$ cat config.mk
export PLATFORM = sky130hd
export DESIGN_NAME = pnl_bram_ctrl
export DESIGN_NICKNAME = d
export VERILOG_FILES = /design/src/rtl/pnl_bram_ctrl.sv
export SDC_FILE = /design/constraint.sdc
export NUM_CORES = 1
export LEC_CHECK = 0
export CAP_MARGIN = 40
export CORE_ASPECT_RATIO = 1.1
export CORE_UTILIZATION = 35
export CTS_CLUSTER_DIAMETER = 40
export DETAILED_ROUTE_END_ITERATION = 8
export PLACE_DENSITY = 0.78
export SLEW_MARGIN = 25
export SYNTH_ARGS = -nofsm -noshare
export SYNTH_HDL_FRONTEND = slang
export SYNTH_SLANG_ARGS = --single-unit
$ cat constraint.sdc
create_clock -name Clk -period 2.9 [get_ports Clk]
set_clock_uncertainty 0.15 [all_clocks]
set_input_delay 0.435 -clock Clk [delete_from_list [all_inputs] [get_ports Clk]]
set_output_delay 0.435 -clock Clk [all_outputs]
set_load 0.02 [all_outputs]
$ cat src/rtl/pnl_bram_ctrl.sv
// pnl_bram_ctrl: owns port A of a single-port 8192x16 synchronous BRAM
// (1-cycle registered read). Loads a counted burst from a valid/ready source
// into addresses 0.. and replays any address range as a valid-qualified stream.
//
// Optional feature macro: PNL_BRAM_CTRL_CHECKSUM_EN
//   defined   -> wr_sum / rd_sum carry 16-bit wrapping sums of loaded / emitted words
//   undefined -> wr_sum / rd_sum are tied to zero (ports kept)
//
// Handshake: a source word moves only on a cycle where data_valid and
// data_ready are both high at the rising edge; data_ready depends on state
// only, never on data_valid. The output stream has no ready: every cycle with
// data_out_valid high carries one word that downstream must take.
module pnl_bram_ctrl #(
  parameter int ADDR_W = 13,
  parameter int DATA_W = 16
) (
  input  logic              Clk,
  input  logic              RESET,
  input  logic              load_start,
  input  logic [ADDR_W:0]   load_len,
  input  logic [DATA_W-1:0] data_in,
  input  logic              data_valid,
  output logic              data_ready,
  input  logic              read_start,
  input  logic [ADDR_W-1:0] read_base,
  input  logic [ADDR_W:0]   read_len,
  output logic [DATA_W-1:0] data_out,
  output logic              data_out_valid,
  output logic              busy,
  output logic              done,
  output logic [DATA_W-1:0] wr_sum,
  output logic [DATA_W-1:0] rd_sum,
  output logic [ADDR_W-1:0] BRAM_PORTA_addr,
  output logic [DATA_W-1:0] BRAM_PORTA_dout,
  input  logic [DATA_W-1:0] BRAM_PORTA_din,
  output logic              BRAM_PORTA_we,
  output logic [2:0]        state_dbg
);

  typedef enum logic [2:0] {
    IDLE   = 3'd0,
    WRITE  = 3'd1,
    WLAST  = 3'd2,
    READ   = 3'd3,
    RDRAIN = 3'd4
  } state_t;

  localparam logic [ADDR_W:0]   CNT_ONE  = 1;
  localparam logic [ADDR_W-1:0] ADDR_ONE = 1;

  state_t              state, state_nxt;
  logic [ADDR_W-1:0]   wptr, rptr, addr_q;
  logic [ADDR_W:0]     cnt;          // words still to transfer / addresses still to issue
  logic [DATA_W-1:0]   dout_q;
  logic                we_q, issue_q, valid_q, done_q;
  logic                xfer, start_load, start_read, load_go, read_go, done_nxt;

  // Start decode: load has priority; both are only honoured in IDLE.
  assign start_load = (state == IDLE) && load_start;
  assign start_read = (state == IDLE) && !load_start && read_start;
  assign load_go    = start_load && (load_len != '0);
  assign read_go    = start_read && (read_len != '0);
  assign xfer       = (state == WRITE) && data_valid;

  assign data_ready      = (state == WRITE);
  assign busy            = (state != IDLE);
  assign done            = done_q;
  assign data_out        = BRAM_PORTA_din;
  assign data_out_valid  = valid_q;
  assign BRAM_PORTA_addr = addr_q;
  assign BRAM_PORTA_dout = dout_q;
  assign BRAM_PORTA_we   = we_q;
  assign state_dbg       = state;

  // State register.
  always_ff @(posedge Clk) begin
    if (RESET) state <= IDLE;
    else       state <= state_nxt;
  end

  // Next-state logic and the done request (zero-length starts finish at once).
  always_comb begin
    state_nxt = state;
    done_nxt  = 1'b0;
    case (state)
      IDLE: begin
        if (load_go)      state_nxt = WRITE;
        else if (read_go) state_nxt = READ;
        done_nxt = (start_load && !load_go) || (start_read && !read_go);
      end
      WRITE:  if (xfer && (cnt == CNT_ONE)) state_nxt = WLAST;
      WLAST:  begin state_nxt = IDLE; done_nxt = 1'b1; end
      READ:   if (cnt == '0) state_nxt = RDRAIN;
      RDRAIN: begin state_nxt = IDLE; done_nxt = 1'b1; end
      default: state_nxt = IDLE;
    endcase
  end

  // Datapath: BRAM port registers, pointers, counter, read-latency tracking.
  always_ff @(posedge Clk) begin
    if (RESET) begin
      wptr    <= '0;
      rptr    <= '0;
      addr_q  <= '0;
      dout_q  <= '0;
      cnt     <= '0;
      we_q    <= 1'b0;
      issue_q <= 1'b0;
      valid_q <= 1'b0;
      done_q  <= 1'b0;
    end else begin
      we_q    <= xfer;
      issue_q <= 1'b0;
      valid_q <= issue_q;    // BRAM data appears one cycle after its address
      done_q  <= done_nxt;
      case (state)
        IDLE: begin
          if (load_go) begin
            wptr <= '0;
            cnt  <= load_len;
          end else if (read_go) begin
            addr_q  <= read_base;
            rptr    <= read_base + ADDR_ONE;
            cnt     <= read_len - CNT_ONE;
            issue_q <= 1'b1;
          end
        end
        WRITE: begin
          if (xfer) begin
            addr_q <= wptr;
            dout_q <= data_in;
            wptr   <= wptr + ADDR_ONE;
            cnt    <= cnt - CNT_ONE;
          end
        end
        READ: begin
          if (cnt != '0) begin
            addr_q  <= rptr;
            rptr    <= rptr + ADDR_ONE;   // wraps 8191 -> 0 naturally
            cnt     <= cnt - CNT_ONE;
            issue_q <= 1'b1;
          end
        end
        default: ;
      endcase
    end
  end

`ifdef PNL_BRAM_CTRL_CHECKSUM_EN
  logic [DATA_W-1:0] wr_sum_q, rd_sum_q;

  // Running checksums, cleared by the start that opens each operation.
  always_ff @(posedge Clk) begin
    if (RESET) begin
      wr_sum_q <= '0;
      rd_sum_q <= '0;
    end else begin
      if (start_load)   wr_sum_q <= '0;
      else if (xfer)    wr_sum_q <= wr_sum_q + data_in;
      if (start_read)   rd_sum_q <= '0;
      else if (valid_q) rd_sum_q <= rd_sum_q + BRAM_PORTA_din;
    end
  end

  assign wr_sum = wr_sum_q;
  assign rd_sum = rd_sum_q;
`else
  assign wr_sum = '0;
  assign rd_sum = '0;
`endif

endmodule

Word-level counts from Yosys, hierarchy flattened. Index checks and enable logic that the tools add are counted. Widths: inputs -> output; s select.

Bits in registers: 76. Input port bits: 78. Output and inout port bits: 85. Logic and storage cells: 84.

Add/subtract/negate cells: 5. Equal/unequal tests: 13. Mux-type cells: 27. Reductions and logical operators: 29.

Operators by type and width (number): $mux 13 (9); $mux 14 (4); $pmux 13 s2 (2); $pmux 14 s3 (1); $reduce_bool 14->1 (3); $add 13x1->13 const B (3); $pmux 13 s3 (1); $sub 14x1->14 const B (2); $eq 14x1->1 const B (1); $logic_not 14->1 (1); $mux 3 (4); $ne 2x2->1 const B (5); $logic_and 1x1->1 (9); $pmux 3 s3 (1); $reduce_and 4->1 (2); $eq 3x2->1 const B (2); $reduce_and 3->1 (2); $reduce_bool 3->1 (2); $reduce_and 5->1 (1); $ne 2x1->1 const B (2); $pmux 1 s2 (2); $reduce_bool 2->1 (2); $eq 3x1->1 const B (1); $eq 3x3->1 const B (1); other kinds (7) (11).

Logic depth before layout (Yosys ltp). Gate-level depths: netlist of run 1.

Depth in word-level cells: 8. Depth in mapped cells: 13. Depth with buffers taken out: 10.

Worst setup path after synthesis of run 1. OpenSTA, ideal clock, no wires.

Path kind: register to register. Start point: reg state[2], in the netlist state_dbg[2]. End point: reg rptr[10]. Library setup time: 0.133 ns. Data arrival time: 2.869 ns. Data required time: 2.617 ns. Slack: -0.252 ns. Cell stages (with the launch flop): 14. Path buffers: 3. Clock period less this slack: 3.152 ns. Path through: dfxtp_1 clkbuf_2 nand3b_4 clkbuf_1 clkbuf_1 nand2_1 nand2_1 ha_1 nand3_1 nor3_1 a21oi_1 mux2_2 nand2_1 a31oi_1.

Word-level cells in the longest chain between the ends: 6. Elaborated cells between the ends (all ways): 13. Those cells by class: 4 x eq/ne; 1 x mux; 8 x reduce/logical.

RTL lines: start: declaration (line 51) `state_t state, state_nxt;`; start signal: assignment (line 78) `else state <= state_nxt;`; $logic_not 3->1 (line 59, 60, 116); $logic_and 1x1->1 (2 in series) (line 60) `assign start_read = (state == IDLE) && !load_start && read_start;`; $logic_and 1x1->1 (line 62) `assign read_go = start_read && (read_len != '0);`; $ne 2x2->1 (no source line); $reduce_and 4->1 (no source line); end signal: assignment (line 123) `rptr <= read_base + ADDR_ONE;`; end signal: assignment (line 139) `rptr <= rptr + ADDR_ONE;`; end: declaration (line 52) `logic [ADDR_W-1:0] wptr, rptr, addr_q;`.

Parallel ways exist; a longest one is shown, timed or not. A chain may end at the register's enable or synchronous reset.

Worst setup path after layout of run 1.
Start point: reg state[1], in the netlist state_dbg[1]. End point: out busy.

Word-level cells in the longest chain between the ends: 1.

RTL lines: $reduce_bool 3->1 (line 66) `assign busy = (state != IDLE);`; end: declaration (line 29) `output logic busy,`.

No other way between the ends.

==> run metrics, run 1 <==
outcome completed; number of synthesized flops with an enable pin 0; GPL Wtd Cong 0.894; # hold bufs at CTS 0; post-cts repair resize count 0; final slew viol count 0; mean number of vias per cell 5.40; Synth Cell Area 5110 µm²; drt pass-1 iters 4; Initial DRC Count 309; wire length per cell after detailed routing 15.2 µm; Die X 117 µm; WL final 14200 µm; # diodes 0; register area 1520 µm²; data arrival time of the worst path 2.06 ns; CTS root buf clkbuf_16; number of setup buffers added after CTS 0; Die Ht 129 µm; Syn-to-layout area delta 28.9%; Setup TNS 0 ns; DRC 0; number of H-tree levels 3; Hold Crit Class reg -> reg; Fillers 1317; Syn Area/Cell 8.00 µm²; worst IR drop on VDD 0.000397 V; multi-input gate area in the final layout 3110 µm²; initial core utilization 0.365; hpwl dp 10400 µm; I/O pin count 163; worst-margin pin slew 0.559 ns; Yosys reg bits 76; Tcrit/Tclk final 0.912; worst skew pair latency 0.34 ns; asr flop ratio synth 0; clock-pin slew on the worst setup and hold paths 0.06 ns; CP endpoint kind output port; gr ovfl total 0; clock sink total 76; Fmax achieved 378 MHz; RSZ-0062 raised after global routing false; post-route cell area 6590 µm²; Gate Count Post-Synth 639; Core Box Area 14000 µm²; final worst path period need 2.65 ns; Inserted Clock Buffers 9; vias in the first global route 4757; Rows 45; Critical Path RT 2.32 ns; maximum number of pins on one net before global-route repair 37; Antenna Nets Post-Route 0; global-route wire length before repair 23400 µm; CTS tree yes; Leakage 2.47 nW; CP max FO 20; Die ar. 15100 µm²; Slew headroom 0.626; sequential cell area fraction in the yosys report 0.298; detailed-route via count 5023; Placed Area 6250 µm²; crit path kind reg -> out; Finish-stage setup viols 0; GRT Overall Usage 0.195; I/O Buffers 98; Unique masters post-synth 76; initial antenna violation count 0; MaxCap Viol Count 0; Clock Tree Buf Depth 2; share of layout cells above drive strength 1 0.141; YS warnings 0; Nets 822; final hold vios 0; Setup crit start kind flop; final core utilization 0.470; prevailing post-synth register cell dfxtp_1; Pwr Density 907 nW/µm²
[cell usage after synthesis, drive strengths merged (7+ instances only)]
library cell | count | area, µm²
a211o | 15 | 131
a21oi | 57 | 345
a31oi | 15 | 93.8
a32o | 7 | 70.1
and3 | 10 | 62.6
buf | 63 | 462
clkbuf | 22 | 83.8
dfxtp | 76 | 1520
inv | 16 | 60.1
mux2i | 22 | 220
nand2 | 101 | 379
nand3 | 18 | 90.1
nand4 | 12 | 75.1
nor2 | 37 | 146
nor3 | 18 | 118
nor4 | 11 | 75.1
o21ai | 31 | 159
o32ai | 8 | 70.1
xnor2 | 9 | 78.8
xor2 | 12 | 105
[worst max-delay path, stage by stage, from the launching register on]
cell             delay [ns]
dfxtp_2                0.36
buf_4                  0.37
nor3_4                 0.11
inv_1                  0.22
clkdlybuf4s50_1        0.66
[per-layer routing]
| layer | share of wire | vias to the layer above | track usage |
|---|---|---|---|
| li1 | - | 2434 | - |
| met2 | 0.47 | 188 | 0.315 |
| met3 | 0.076 | 21 | 0.0410 |
| met5 | 0 | - | 0 |
| met1 | 0.43 | 2380 | 0.253 |
| met4 | 0.015 | 0 | 0.0759 |
[where the power goes]
part	internal, mW	switching [mW]
clock network	0.839	0.457
logic	1.35	1.77
registers	1.31	0.242
total	3.51	2.47
[cell families (layout without fill, tap and decap cells)]
family          after synthesis  after routing  share of synthesized area
flops                        76             76                      0.298
mux                          25             25                     0.0497
xor+xnor                     21             21                     0.0360
buf+inv                     101            174                      0.118
compound gates              161            161                      0.228
fa+ha+maj                     5              5                     0.0122
other cells                   1             32                   0.000734
simple gates                249            249                      0.258
[metrics by stage]
step | cells | hold slack [ns] | total power [mW] | setup WS (ns)
after floorplan | 670 | 0.264 | 3.73 | 0.0118
after detailed placement | 916 | 0.275 | 4.65 | -0.0523
after global routing | 931 | 0.321 | 6.35 | 0.0834
final | 931 | 0.302 | 5.98 | 0.255
after global placement | 916 | 0.274 | 4.61 | -0.0246
after CTS | 931 | 0.302 | 5.97 | 0.238
[layout make-up]
class,instances,share of cell area
clock buffer,9,0.0342
timing repair buffer,143,0.201
tap,188,0.0357
clock inverter,6,0.0171
multi-input combinational,493,0.472
sequential,76,0.231
inverter,16,0.00911
[registers in the layout, summed over array words and instances (netlist names)]
signal,count
done,1
BRAM_PORTA_we,1
rptr,13
wptr,13
issue_q,1
state_dbg,3
cnt,14
data_out_valid,1
BRAM_PORTA_dout,16
BRAM_PORTA_addr,13
[layout by cell type (no fill, tap or decap), drive strengths merged, types with 4 or more instances in the layout]
master           n
a32o             7
or3              6
nor3            18
nand2          101
inv             17
and3            10
clkbuf           9
xnor2            9
conb            32
xor2            12
nand4           12
or4              4
nor4b            6
a211o           15
mux2i           22
nor4            11
ha               5
clkdlybuf4s50   97
o32ai            8
nand3           18
nor2            37
a31oi           15
or2              5
dfxtp           76
a21oi           57
buf             46
o21ai           31
[worst paths after layout]
check | start | endpoint | slack (ns) | cells after the start
max reg2reg | cnt[0] | cnt[12] | 0.37 | 8
min reg2reg | issue_q | data_out_valid | 0.30 | 1
max | state_dbg[1] | busy | 0.25 | 4
min | issue_q | data_out_valid | 0.30 | 1
Power figures use the tool's default switching activity.
==> run 2: changes to the inputs <==
- SETUP_SLACK_MARGIN: default -> 0.02
==> run 2 against run 1 <==
Combinational power shrank 1%. Sequential power about the same. Die area is the same. Fmax fell by 0.73%. Cell count fell by 0.21%. Worst hold slack worse by 0.074 ns. Sequential cell count unchanged. Cell area is 1.1% lower. Sequential share of layout area increased by 0.28 points. Via count is 0.66% lower. Count of clock-buffer cells in the layout up 1. Register-to-register slack got worse by 0.06 ns. Critical path type unchanged.
==> run metrics, run 2 (same netlist as run 1, synthesis figures left out) <==
outcome completed (unchanged); GRT Overall Usage 0.194 (was 0.195); Setup crit start kind flop (unchanged); number of setup buffers added after CTS 0 (unchanged); share of layout cells above drive strength 1 0.139 (was 0.141); CTS tree yes (unchanged); Die ar. 15100 µm² (unchanged); CP max FO 20 (unchanged); Fmax achieved 375 MHz (was 378 MHz); DRC 0 (unchanged); # hold bufs at CTS 0 (unchanged); Inserted Clock Buffers 9 (unchanged); most frequent cells in the layout 101 x nand2_1, 97 x clkdlybuf4s50_1, 74 x dfxtp_1 (was 101 x nand2_1, 97 x clkdlybuf4s50_1, 75 x dfxtp_1); Rows 45 (unchanged); worst IR drop on VDD 0.000421 V (was 0.000397 V); worst skew pair latency 0.35 ns (was 0.34 ns); Core Box Area 14000 µm² (unchanged); Finish-stage setup viols 0 (unchanged); drt pass-1 iters 5 (was 4); I/O pin count 163 (unchanged); Syn-to-layout area delta 27.5% (was 28.9%); gr ovfl total 0 (unchanged); Worst Reg-to-Reg Cells 10 (was 8); max reg flops 16 (unchanged); Largest stage delay, worst path 0.67 ns (was 0.66 ns); mean number of vias per cell 5.37 (was 5.40); global-route wire length before repair 22700 µm (was 23400 µm); crit path kind reg -> out (unchanged); Antenna Nets Post-Route 0 (unchanged); initial antenna violation count 0 (unchanged); hold_ws 0.228 ns (was 0.302 ns); Initial DRC Count 305 (was 309); Nets 819 (was 822); data arrival time of the worst path 2.08 ns (was 2.06 ns); clock sink total 76 (unchanged); I/O Buffers 98 (unchanged); number of H-tree levels 3 (unchanged); CP endpoint kind output port (unchanged); Slowest cell on crit path clkdlybuf4s50_1 (unchanged); GPL Wtd Cong 0.917 (was 0.894); WL final 13900 µm (was 14200 µm); Pwr Density 871 nW/µm² (was 907 nW/µm²); Clock Tree Buf Depth 2 (unchanged); hold path depth 2 (was 1); post-cts repair resize count 0 (unchanged); final worst path period need 2.66 ns (was 2.65 ns); Die X 117 µm (unchanged); pre-CTS setup slack -0.0145 ns (was -0.0523 ns); Die Ht 129 µm (unchanged); MaxCap Viol Count 0 (unchanged); vias in the first global route 4765 (was 4757); Critical Path RT 2.32 ns (about the same); maximum number of pins on one net before global-route repair 48 (was 37); most common cell after layout, fill and taps aside nand2_1 (unchanged); # diodes 0 (unchanged); min-delay src RESET (was issue_q); hold endpoint cnt[0] (was data_out_valid); Tcrit/Tclk final 0.919 (was 0.912); Fillers 1340 (was 1317); initial core utilization 0.365 (unchanged); clock-pin slew on the worst setup and hold paths 0.06 ns (about the same); CTS root buf clkbuf_16 (unchanged); setup slack after layout 0.236 ns (was 0.255 ns); R2R Setup Slk 0.31 ns (was 0.37 ns); final slew viol count 0 (unchanged); wire length per cell after detailed routing 15.0 µm (was 15.2 µm); Critical Path, Cell by Cell buf_4, nor3_4, inv_1, clkdlybuf4s50_1 (unchanged); Critical R2R Launch state_dbg[0] (was cnt[0]); final hold vios 0 (unchanged); Leakage 2.43 nW (was 2.47 nW); Hold Crit Class in -> reg (was reg -> reg); RSZ-0062 raised after global routing false (unchanged); detailed-route via count 4990 (was 5023); hpwl dp 10300 µm (was 10400 µm); reg2reg end rptr[10] (was cnt[12])
==> run 2: layout make-up <==
class | instances | area (µm²) | area share
clock inverters | 6 | 41.3 | 0.00633
flip-flops and latches | 76 | 1520 | 0.234
clock buffers | 10 | 229 | 0.0351
repair buffers | 140 | 1320 | 0.202
inverters | 16 | 60.1 | 0.00921
well taps | 188 | 235 | 0.0361
multi-input cells | 493 | 3110 | 0.477
==> run 2: how the worst max path moves through the flow <==
stage	startpoint	end	slack, ns	depth (start not counted)
finish	state_dbg[1]	busy	0.24	4
global route	read_len[0]	rptr[6]	0.10	10
CTS	state_dbg[1]	busy	0.24	4
detailed placement	read_len[0]	rptr[7]	-0.01	10
global placement	load_len[0]	cnt[3]	0.03	7
floorplan	state_dbg[2]	rptr[12]	0.06	13
==> run 2: worst max-delay path: cells and delay by family (launching register included) <==
family | cells | cell delay [ns]
buffers and inverters | 3 | 1.25
AND/OR/NAND/NOR | 1 | 0.11
flip-flops | 1 | 0.36
==> run 2: power breakdown <==
part	total, mW	switching (mW)	internal [mW]
clock	1.03	0.452	0.579
sequential	1.57	0.259	1.32
combinational	3.08	1.73	1.35
==> run 2: through the flow <==
stage,std cells,power (mW),util,area [µm²],setup TNS [ns]
6_report,929,5.68,0.465,6520,0
5_1_grt,929,6.08,0.465,6520,0
4_1_cts,928,5.68,0.464,6510,0
3_5_place_dp,912,4.63,0.445,6240,-0.0256
3_3_place_gp,912,4.59,0.445,6240,0
2_1_floorplan,670,3.73,-,5250,0
==> run 2: routing by layer <==
layer / track usage / routed length (µm) / vias to the layer above / share of wire
met2: 0.311 / 6570 / 205 / 0.47
met4: 0.115 / 496 / 0 / 0.036
li1: - / - / 2423 / -
met3: 0.0433 / 968 / 40 / 0.070
met1: 0.235 / 5890 / 2322 / 0.42
met5: 0 / 0 / - / 0
==> run 3: changes to the inputs <==
- CORE_UTILIZATION: 35 -> 58
- DONT_BUFFER_PORTS: default -> 1
- PLACE_DENSITY: 0.78 -> 0.88
==> run 3 against run 2 <==
Wire length down 6.2%. Worst hold slack worse by 0.21 ns. Clock power is 22% lower. Highest routed layer unchanged.
==> run metrics, run 3 (same netlist as run 1, synthesis figures left out) <==
Syn-to-layout area delta 1.39% (was 27.5%); register area 1520 µm² (unchanged); Setup TNS 0 ns (unchanged); Initial DRC Count 400 (was 305); WL final 13100 µm (was 13900 µm); post-route cell area 5180 µm² (was 6520 µm²); global-route wire length before repair 21600 µm (was 22700 µm); drt pass-1 iters 5 (unchanged); multi-input gate area in the final layout 3110 µm² (unchanged); Die Ht 100 µm (was 129 µm); setup slack after layout 0.285 ns (was 0.236 ns); Critical R2R Launch cnt[0] (was state_dbg[0]); CP max FO 9 (was 20); Buf/Inv on CP 2 (was 3); # diodes 0 (unchanged); most common cell after layout, fill and taps aside nand2_1 (unchanged); Core Box Area 8450 µm² (was 14000 µm²); Slowest cell on crit path dfxtp_1 (was clkdlybuf4s50_1); reg2reg end cnt[0] (was rptr[10]); final worst path period need 2.61 ns (was 2.66 ns); most frequent cells in the layout 101 x nand2_1, 74 x dfxtp_1, 43 x a21oi_1 (was 101 x nand2_1, 97 x clkdlybuf4s50_1, 74 x dfxtp_1); RSZ-0062 raised after global routing false (unchanged); clock-pin slew on the worst setup and hold paths 0.09 ns (was 0.06 ns); Tcrit/Tclk final 0.902 (was 0.919); I/O pin count 163 (unchanged); outcome completed (unchanged); placed cells 715 (was 912); Critical Path End cnt[0] (was busy); total power 5.03 mW (was 5.68 mW); Hold Crit Class in -> reg (unchanged); Fillers 741 (was 1340); crit path kind reg -> reg (was reg -> out); wire length per cell after detailed routing 17.8 µm (was 15.0 µm); clock sink total 76 (unchanged); MaxCap Viol Count 0 (unchanged); DRC 0 (unchanged); pre-CTS setup slack 0.253 ns (was -0.0145 ns); GPL Wtd Cong 0.968 (was 0.917); Largest stage delay, worst path 0.41 ns (was 0.67 ns); Placed Area 4970 µm² (was 6240 µm²); vias in the first global route 4353 (was 4765); Leakage 1.91 nW (was 2.43 nW); max reg flops 16 (unchanged); share of layout cells above drive strength 1 0.130 (was 0.139); CP endpoint kind flop (was output port); Rows 35 (was 45); worst IR drop on VDD 0.000502 V (was 0.000421 V); met3 wire length 1410 µm (was 968 µm); GRT Overall Usage 0.293 (was 0.194); Fmax achieved 382 MHz (was 375 MHz); WL met1 5330 µm (was 5890 µm); detailed-route via count 4616 (was 4990); initial antenna violation count 0 (unchanged); Pwr Density 970 nW/µm² (was 871 nW/µm²); Nets 699 (was 819); CP top delay family compound AO/OA/AOI/OAI gates (was buffers and inverters); Worst Reg-to-Reg Cells 9 (was 10); top sig layer met4 (unchanged); number of setup buffers added after CTS 0 (unchanged); Critical Path, Cell by Cell inv_1, ha_1, or3b_1, nor3_4, a21oi_4, a2bb2oi_2, buf_4, o2111ai_1, a31oi_1 (was buf_4, nor3_4, inv_1, clkdlybuf4s50_1); worst-margin pin slew 0.788 ns; Die X 91.5 µm (was 117 µm); data arrival time of the worst path 2.77 ns (was 2.08 ns); Non-Filler Instances 732 (was 929); CP startpoint cnt[0] (was state_dbg[1]); worst skew pair latency 0.38 ns (was 0.35 ns); I/O Buffers 0 (was 98); hpwl dp 9420 µm (was 10300 µm); Crit path depth 9 (was 4); met2 wire len 6090 µm (was 6570 µm); Setup crit start kind flop (unchanged); gr ovfl total 0 (unchanged); R2R Setup Slk 0.29 ns (was 0.31 ns); final hold vios 0 (unchanged); CTS root buf clkbuf_8 (was clkbuf_16); mean number of vias per cell 6.31 (was 5.37); Inserted Clock Buffers 9 (unchanged); Die ar. 9190 µm² (was 15100 µm²); CTS tree yes (unchanged); maximum number of pins on one net before global-route repair 50 (was 48); final slew viol count 0 (unchanged); Finish-stage setup viols 0 (unchanged); Antenna Nets Post-Route 0 (unchanged); Slew headroom 0.474; Clock Tree Buf Depth 2 (unchanged); number of H-tree levels 3 (unchanged); initial core utilization 0.605 (was 0.365); Critical Path RT 3.05 ns (was 2.32 ns)
[run 3: cell types whose count changed in the layout (fill, tap and decap cells not counted)]
cell,delta
clkdlybuf4s50_1,-97
buf_4,-20
clkbuf_16,-9
clkbuf_8,+9
clkinv_2,-3
inv_6,+3
clkinv_4,-2
inv_8,+2
buf_12,-1
buf_2,-1
buf_6,-1
clkbuf_1,-1
clkinvlp_4,+1
[run 3: worst min-delay path by stage]
stage / slack (ns) / depth (start not counted) / start / endpoint
2_1_floorplan: 0.26 / 1 / issue_q / data_out_valid
3_3_place_gp: 0.27 / 1 / issue_q / data_out_valid
3_5_place_dp: 0.28 / 1 / issue_q / data_out_valid
4_1_cts: 0.01 / 1 / RESET / cnt[9]
5_1_grt: 0.008 / 1 / RESET / cnt[9]
6_report: 0.02 / 1 / RESET / cnt[4]
[run 3: power by group]
| part | switching (mW) | internal (mW) |
|---|---|---|
| clock | 0.475 | 0.333 |
| combinational | 1.52 | 0.977 |
| sequential | 0.414 | 1.31 |
[run 3: final cells by class]
class                           count  share of cell area
Multi-Input combinational cell    493               0.600
Sequential cell                    76               0.294
Tap cell                          111              0.0268
Inverter                           16              0.0116
Timing Repair Buffer               20              0.0314
Clock buffer                        9              0.0239
Clock inverter                      7              0.0126
[run 3: per-stage QoR]
stage,util,hold WS (ns)
6_report,0.613,0.0203
5_1_grt,0.613,0.00813
4_1_cts,0.613,0.0120
3_5_place_dp,0.589,0.282
3_3_place_gp,0.589,0.269
2_1_floorplan,-,0.264
[run 3: routing by layer]
layer	GRT usage	vias to the layer above
met3	0.103	28
met5	0	-
met2	0.470	254
met1	0.362	2157
li1	-	2177
met4	0.114	0
[run 3: repair_timing]
item	4_1_cts	5_1_grt
hold endpoints to repair	49	0
hold buffers	1	0
gates resized for setup	0	0
[run 3: worst register-to-register path, cell delays in order, from the launching register on]
cell and delay [ns]:
dfxtp_1 0.41, inv_1 0.08, ha_1 0.23, or3b_1 0.28, nor3_4 0.09, a21oi_4 0.37, a2bb2oi_2 0.34, buf_4 0.22
o2111ai_1 0.15, a31oi_1 0.23
